[src/rtl/sdram_pkg.sv]
`default_nettype none
// +----------------------------------------------------------------------------+
// | Module  : sdram_pkg                                                        |
// | Purpose : Shared definitions for the SDRAM pattern test master: bus        |
// |           widths, FSM state encoding and the test-pattern function.        |
// | Ports   : none (package)                                                   |
// | Rev     : 1.0  initial release                                             |
// +----------------------------------------------------------------------------+
package sdram_pkg;

  localparam int ADDR_W  = 28;          // byte address width
  localparam int DATA_W  = 32;          // data word width
  localparam int WADDR_W = ADDR_W - 2;  // word address width

  typedef enum logic [2:0] {
    IDLE  = 3'd0,
    WRITE = 3'd1,
    READ  = 3'd2,
    DRAIN = 3'd3,
    FIN   = 3'd4
  } state_t;

  // Pattern for word index idx (idx already zero-extended to DATA_W).
  function automatic logic [DATA_W-1:0] pattern(input logic [DATA_W-1:0] seed,
                                                input logic [DATA_W-1:0] idx);
    return seed ^ idx ^ {idx[15:0], idx[15:0]};
  endfunction

endpackage
`default_nettype wire

[src/rtl/sdram_pattern_checker.sv]
`default_nettype none
// +----------------------------------------------------------------------------+
// | Module  : sdram_pattern_checker                                            |
// | Purpose : In-order compare of returned read data against the expected      |
// |           pattern; keeps a saturating error count and the byte address     |
// |           of the first mismatching word.                                   |
// | Ports   : clk, rst        clock / synchronous active-high reset            |
// |           clear           restart a test (clears count, latch, index)      |
// |           seed, base_word latched test parameters                          |
// |           rsp_valid/data  qualified read response                          |
// |           err_count       saturating mismatch count                        |
// |           first_err_addr  byte address of first mismatch                   |
// | Rev     : 1.0  initial release                                             |
// +----------------------------------------------------------------------------+
module sdram_pattern_checker
  import sdram_pkg::*;
#(
  parameter int CNT_W = 24
) (
  input  logic               clk,
  input  logic               rst,
  input  logic               clear,
  input  logic [DATA_W-1:0]  seed,
  input  logic [WADDR_W-1:0] base_word,
  input  logic               rsp_valid,
  input  logic [DATA_W-1:0]  rsp_data,
  output logic [15:0]        err_count,
  output logic [ADDR_W-1:0]  first_err_addr
);

  localparam logic [CNT_W-1:0] ONE = CNT_W'(1);

  logic [CNT_W-1:0]   r_ret_idx;
  logic [DATA_W-1:0]  w_expected;
  logic               w_mismatch;
  logic [WADDR_W-1:0] w_ret_word;

  assign w_expected = pattern(seed, DATA_W'(r_ret_idx));
  assign w_mismatch = rsp_valid && (rsp_data != w_expected);
  // Word address wraps naturally at the word-address width.
  assign w_ret_word = base_word + WADDR_W'(r_ret_idx);

  always_ff @(posedge clk) begin
    if (rst || clear) begin
      r_ret_idx      <= '0;
      err_count      <= '0;
      first_err_addr <= '0;
    end else begin
      if (rsp_valid) begin
        r_ret_idx <= r_ret_idx + ONE;
      end
      if (w_mismatch) begin
        if (err_count != 16'hFFFF) begin
          err_count <= err_count + 16'd1;
        end
        // The count never returns to zero, so zero means "no error latched yet".
        if (err_count == 16'd0) begin
          first_err_addr <= {w_ret_word, 2'b00};
        end
      end
    end
  end

endmodule
`default_nettype wire

[src/rtl/sdram_pattern_master.sv]
`default_nettype none
// +----------------------------------------------------------------------------+
// | Module  : sdram_pattern_master                                             |
// | Purpose : Writes a seeded pattern over a word range through an Avalon-MM   |
// |           master, reads it back with up to MAX_PEND reads outstanding and  |
// |           reports pass/fail, error count and first failing address.        |
// | Ports   : clk_clk, reset_reset   clock / synchronous active-high reset     |
// |           start, base_addr, word_count, seed   test request + parameters   |
// |           busy, done, pass, err_count, first_err_addr   test status        |
// |           sdout_*                 Avalon-MM master (single-word accesses)   |
// | Rev     : 1.0  initial release                                             |
// +----------------------------------------------------------------------------+
module sdram_pattern_master
  import sdram_pkg::*;
#(
  parameter int MAX_PEND = 4,
  parameter int CNT_W    = 24
) (
  input  logic              clk_clk,
  input  logic              reset_reset,
  input  logic              start,
  input  logic [ADDR_W-1:0] base_addr,
  input  logic [CNT_W-1:0]  word_count,
  input  logic [DATA_W-1:0] seed,
  output logic              busy,
  output logic              done,
  output logic              pass,
  output logic [15:0]       err_count,
  output logic [ADDR_W-1:0] first_err_addr,
  output logic [ADDR_W-1:0] sdout_address,
  output logic              sdout_read,
  output logic              sdout_write,
  output logic [DATA_W-1:0] sdout_writedata,
  output logic [3:0]        sdout_byteenable,
  output logic              sdout_burstcount,
  output logic              sdout_debugaccess,
  input  logic              sdout_waitrequest,
  input  logic [DATA_W-1:0] sdout_readdata,
  input  logic              sdout_readdatavalid
);

  localparam logic [3:0]       PEND_MAX = 4'(MAX_PEND);
  localparam logic [CNT_W-1:0] ONE      = CNT_W'(1);

  state_t             r_state, w_state_nxt;
  logic [WADDR_W-1:0] r_base_word;
  logic [CNT_W-1:0]   r_count;
  logic [DATA_W-1:0]  r_seed;
  logic [CNT_W-1:0]   r_idx;       // issue index, shared by WRITE and READ
  logic [3:0]         r_pending;   // accepted reads awaiting data

  logic               w_start_ok, w_wr_acc, w_rd_req, w_rd_acc, w_rsp_valid, w_last_idx;
  logic [WADDR_W-1:0] w_word_addr;
  logic               unused_addr_lsbs;

  assign unused_addr_lsbs = ^base_addr[1:0];

  assign sdout_byteenable  = 4'hF;
  assign sdout_burstcount  = 1'b1;
  assign sdout_debugaccess = 1'b0;

  assign w_start_ok  = (r_state == IDLE) && start;
  assign w_wr_acc    = (r_state == WRITE) && !sdout_waitrequest;
  assign w_rd_req    = (r_state == READ) && (r_pending < PEND_MAX);
  assign w_rd_acc    = w_rd_req && !sdout_waitrequest;
  // Responses with nothing outstanding are stray and dropped here.
  assign w_rsp_valid = sdout_readdatavalid && (r_pending != 4'd0);
  assign w_last_idx  = (r_idx == r_count - ONE);
  assign w_word_addr = r_base_word + WADDR_W'(r_idx);

  always_ff @(posedge clk_clk) begin
    if (reset_reset) begin
      r_state <= IDLE;
    end else begin
      r_state <= w_state_nxt;
    end
  end

  // Bus command outputs are decoded from state so a reset removes them at once.
  always_comb begin
    w_state_nxt     = r_state;
    sdout_write     = 1'b0;
    sdout_read      = 1'b0;
    sdout_address   = '0;
    sdout_writedata = '0;
    case (r_state)
      IDLE: begin
        if (start) begin
          w_state_nxt = (word_count == '0) ? FIN : WRITE;
        end
      end
      WRITE: begin
        sdout_write     = 1'b1;
        sdout_address   = {w_word_addr, 2'b00};
        sdout_writedata = pattern(r_seed, DATA_W'(r_idx));
        if (w_wr_acc && w_last_idx) begin
          w_state_nxt = READ;
        end
      end
      READ: begin
        sdout_read    = w_rd_req;
        sdout_address = {w_word_addr, 2'b00};
        if (w_rd_acc && w_last_idx) begin
          w_state_nxt = DRAIN;
        end
      end
      DRAIN: begin
        if (r_pending == 4'd0) begin
          w_state_nxt = FIN;
        end
      end
      FIN:     w_state_nxt = IDLE;
      default: w_state_nxt = IDLE;
    endcase
  end

  always_ff @(posedge clk_clk) begin
    if (reset_reset) begin
      r_base_word <= '0;
      r_count     <= '0;
      r_seed      <= '0;
      r_idx       <= '0;
      r_pending   <= '0;
      busy        <= 1'b0;
      done        <= 1'b0;
      pass        <= 1'b0;
    end else begin
      if (w_start_ok) begin
        r_base_word <= base_addr[ADDR_W-1:2];
        r_count     <= word_count;
        r_seed      <= seed;
        r_idx       <= '0;
        busy        <= 1'b1;
        done        <= 1'b0;
        pass        <= 1'b0;
      end
      if (w_wr_acc) begin
        r_idx <= w_last_idx ? '0 : r_idx + ONE;
      end
      if (w_rd_acc) begin
        r_idx <= r_idx + ONE;
      end
      case ({w_rd_acc, w_rsp_valid})
        2'b10:   r_pending <= r_pending + 4'd1;
        2'b01:   r_pending <= r_pending - 4'd1;
        default: r_pending <= r_pending;
      endcase
      if (r_state == FIN) begin
        done <= 1'b1;
        busy <= 1'b0;
        pass <= (err_count == 16'd0);
      end
    end
  end

  sdram_pattern_checker #(
    .CNT_W (CNT_W)
  ) u_checker (
    .clk            (clk_clk),
    .rst            (reset_reset),
    .clear          (w_start_ok),
    .seed           (r_seed),
    .base_word      (r_base_word),
    .rsp_valid      (w_rsp_valid),
    .rsp_data       (sdout_readdata),
    .err_count      (err_count),
    .first_err_addr (first_err_addr)
  );

endmodule
`default_nettype wire

[config.mk]
export PLATFORM = sky130hd
export DESIGN_NAME = sdram_pattern_master
export DESIGN_NICKNAME = d
export VERILOG_FILES = /design/src/rtl/sdram_pkg.sv /design/src/rtl/sdram_pattern_checker.sv /design/src/rtl/sdram_pattern_master.sv
export SDC_FILE = /design/constraint.sdc
export NUM_CORES = 1
export LEC_CHECK = 0
export ABC_AREA = 1
export CORE_MARGIN = 3
export CORE_UTILIZATION = 55
export CTS_BUF_LIST = sky130_fd_sc_hd__clkbuf_4 sky130_fd_sc_hd__clkbuf_8 sky130_fd_sc_hd__clkbuf_16
export DETAILED_ROUTE_END_ITERATION = 8
export PLACE_DENSITY = 0.89
export SLEW_MARGIN = 20
export SYNTH_ARGS = -nofsm -noshare
export SYNTH_HDL_FRONTEND = slang
export SYNTH_HIERARCHICAL = 1
export SYNTH_SLANG_ARGS = --single-unit
[constraint.sdc]
create_clock -name clk_clk -period 5.23 [get_ports clk_clk]
set_input_delay 1.046 -clock clk_clk [delete_from_list [all_inputs] [get_ports clk_clk]]
set_output_delay 1.046 -clock clk_clk [all_outputs]
set_load 0.1 [all_outputs]
==> out/summary.txt <==
worst-margin pin slew -> 1.009 ns
RSZ-0062 raised after global routing -> false
Setup Skew -> 0.01535 ns
clk root buf -> clkbuf_16
die height -> 164.4 um
post-synth top area share -> 26.39%
antenna-violating nets left -> 0
synthesized area per cell -> 6.347 sq um
Final Max Slew Viols -> 0
Rel. slew slack -> 32.55%
Layout area overhead -> 20.68%
worst vdd ir -> 0.3311 mV
die area -> 27,040 sq um
critical path class -> reg -> out
worst hold path depth -> 2
Routed WL -> 43,970 um
top cells by area, synth -> dfxtp_1, nand2_1, nor2_1, inv_1, a21oi_1
clock sinks -> 182
status -> complete, no violations
H-Tree Depth -> 4
Critical Path Start -> r_state[2]
all-layer global routing usage -> 32.02%
number of flops mapped to enable cells by yosys -> 0
1st-iter DRT viols -> 1,718
Final min period -> 4.476 ns
Commonest cells post-synth -> nand2_1, nor2_1, inv_1
IO Pins -> 236
Sw Pwr -> 0.003907 W
setup TNS -> 0 ns
CP max FO -> 27
Die X -> 164.4 um
Resized Gates After CTS -> 0
R2R Setup Slk -> 2.04 ns
met1 Resource Use GR -> 42.46%
switch share -> 52.05%
core area -> 24,460 sq um
pwr dens -> 450.5 nW/um^2
Logic pwr share -> 54.5%
Worst Min Path Start -> done
post-CTS setup buffer count -> 0
worst flop-to-flop path endpoint -> r_pending[3]
CP arrival -> 3.43 ns
part of the Yosys area used for sequential elements -> 26.39%
clock buffer count from CTS -> 17
Wirelength per Cell -> 16.38 um
leakage dissipation -> 7.319 nW
total grt overflow -> 0
Critical Path End Type -> output pin
worst hold slack -> 0.4684 ns
sequential share of power -> 26.8%
first drt pass iteration count -> 6
top-count cell post-synth -> nand2_1
GR Util met3 -> 6.496%
CTS Buffer Depth -> 2
Netlist cell types -> 53
internal power -> 0.003599 W
first-pass GRT wire length -> 69,480 um
Most Crowded Layer GR -> met2
DP HPWL -> 34,180 um
clock-pin slew on the worst setup and hold paths -> 0.08 ns
Req. time, crit path -> 4.18 ns
final hold violations -> 0
# fillers -> 2,144
fin nets -> 2,527
TritonCTS clock tree -> done
hold path endpoint -> done
max_cap viols -> 0
number of antenna diodes -> 0
cell taking the most area after synthesis -> dfxtp_1
Cells after Synth -> 2,175
# DRC -> 0
hold buffer count at CTS -> 0
initial antenna violation count -> 2
Setup crit start kind -> flop
register bit total from synthesis -> 182
share of cells above drive strength 1 -> 5.975%
part of the power in the clock network -> 18.7%
YS warnings -> 6
Final Setup Violations -> 0
clock latency on the worst-skew pair -> 0.44 ns
R2R depth -> 12
drt via density -> 5.550
Fmax -> 0.2234 GHz
ys flop type -> dfxtp_1
vias in the first global route -> 13,800
Initial Utilization -> 56.44%
period utilization -> 85.57%
maximum number of pins on one net before global-route repair -> 90
RD Place Congestion -> 0.9487
Mapped Area -> 13,810 sq um
Vias -> 14,897
Port-buffer cells -> 223
row count -> 57
worst flop-to-flop path startpoint -> r_state[2]
grt met2 use -> 51.26%
asr flop ratio synth -> 0%
type of the most critical hold path -> reg -> reg
[registers in the layout (all words and copies together), names as in the netlist]
register,cells
r_seed,32
r_base_word,26
u_checker/first_err_addr,26
r_count,24
r_idx,24
u_checker/r_ret_idx,24
u_checker/err_count,16
r_pending,4
r_state,3
busy,1
done,1
pass,1
[worst max-delay path by stage]
stage | end | depth (start not counted)
finish | sdout_address[6] | 6
detailed placement | sdout_writedata[29] | 4
CTS | sdout_writedata[29] | 4
global route | sdout_address[22] | 12
floorplan | r_pending[3] | 13
global placement | sdout_writedata[29] | 4
[power groups by stage]
stage               clock (W)  sequential (W)  combinational [W]
finish                0.00140         0.00201            0.00409
global route          0.00146         0.00204            0.00445
CTS                   0.00141         0.00200            0.00407
detailed placement          0         0.00203            0.00404
global placement            0         0.00202            0.00397
floorplan                   0         0.00242            0.00269
[final cells by class]
cell class	instances	area [sq um]	area share (%)
flip-flops and latches	182	3643	21.87
clock inverters	13	188.9	1.134
multi-input cells	1640	8728	52.39
well taps	324	405.4	2.433
inverters	273	1026	6.158
clock buffers	19	446.7	2.681
repair buffers	233	2222	13.34
[placed cells by master (no fill, tap or decap), types with 4 or more instances in the layout]
master,instances
clkdlybuf4s50_1,189
o211ai_1,26
nand4_1,59
inv_1,263
nor2_1,325
nor2_2,11
a211oi_1,4
o21ai_0,146
nand3b_1,19
ha_1,56
dfxtp_1,182
conb_1,10
nor3_1,32
nand3_1,84
o21ai_1,4
xor2_1,68
or2_2,5
clkbuf_16,17
nor2_4,6
inv_2,7
nor3_2,4
a21oi_1,150
xnor2_1,66
nand2_2,8
buf_4,44
nand2_1,480
nand3b_2,10
a21o_1,6
o21bai_1,6
nor4_1,23
o21a_1,5
[worst max-delay path, stage by stage (launching register included)]
cell     delay, ns
dfxtp_1       0.35
nor2_1        0.24
nand2_1       0.62
nand2_1       0.73
inv_1         0.44
nor2_1        0.29
buf_4         0.33
[per-stage QoR]
| step | total power, W | worst slack (ns) | instance area [sq um] | utilization, % | cells |
|---|---|---|---|---|---|
| floorplan | 0.005109 | 0.5637 | 13830 | - | 2182 |
| global placement | 0.005989 | 1.334 | 16030 | 65.51 | 2652 |
| detailed placement | 0.006071 | 1.257 | 16030 | 65.51 | 2652 |
| CTS | 0.007476 | 0.7545 | 16660 | 68.11 | 2684 |
| global route | 0.007949 | 0.4960 | 16660 | 68.11 | 2684 |
| finish | 0.007506 | 0.7545 | 16660 | 68.11 | 2684 |
[cells by family after synthesis]
group,Yosys count,share of synthesized area (%)
AOI/OAI and AO/OA,355,13.89
xor gates and xnor gates,134,8.501
adders and majority gates,59,5.510
buffers and inverters,360,10.63
DFF,182,26.39
other,3,0.08156
and+or+nand+nor,1082,34.99
[per-layer routing]
layer	part of all wire (%)	wire length (um)
met1	42	18330
met2	44	19320
met3	11	4713
met4	3.7	1611
met5	0	0
(Power assumes the default switching activity.)
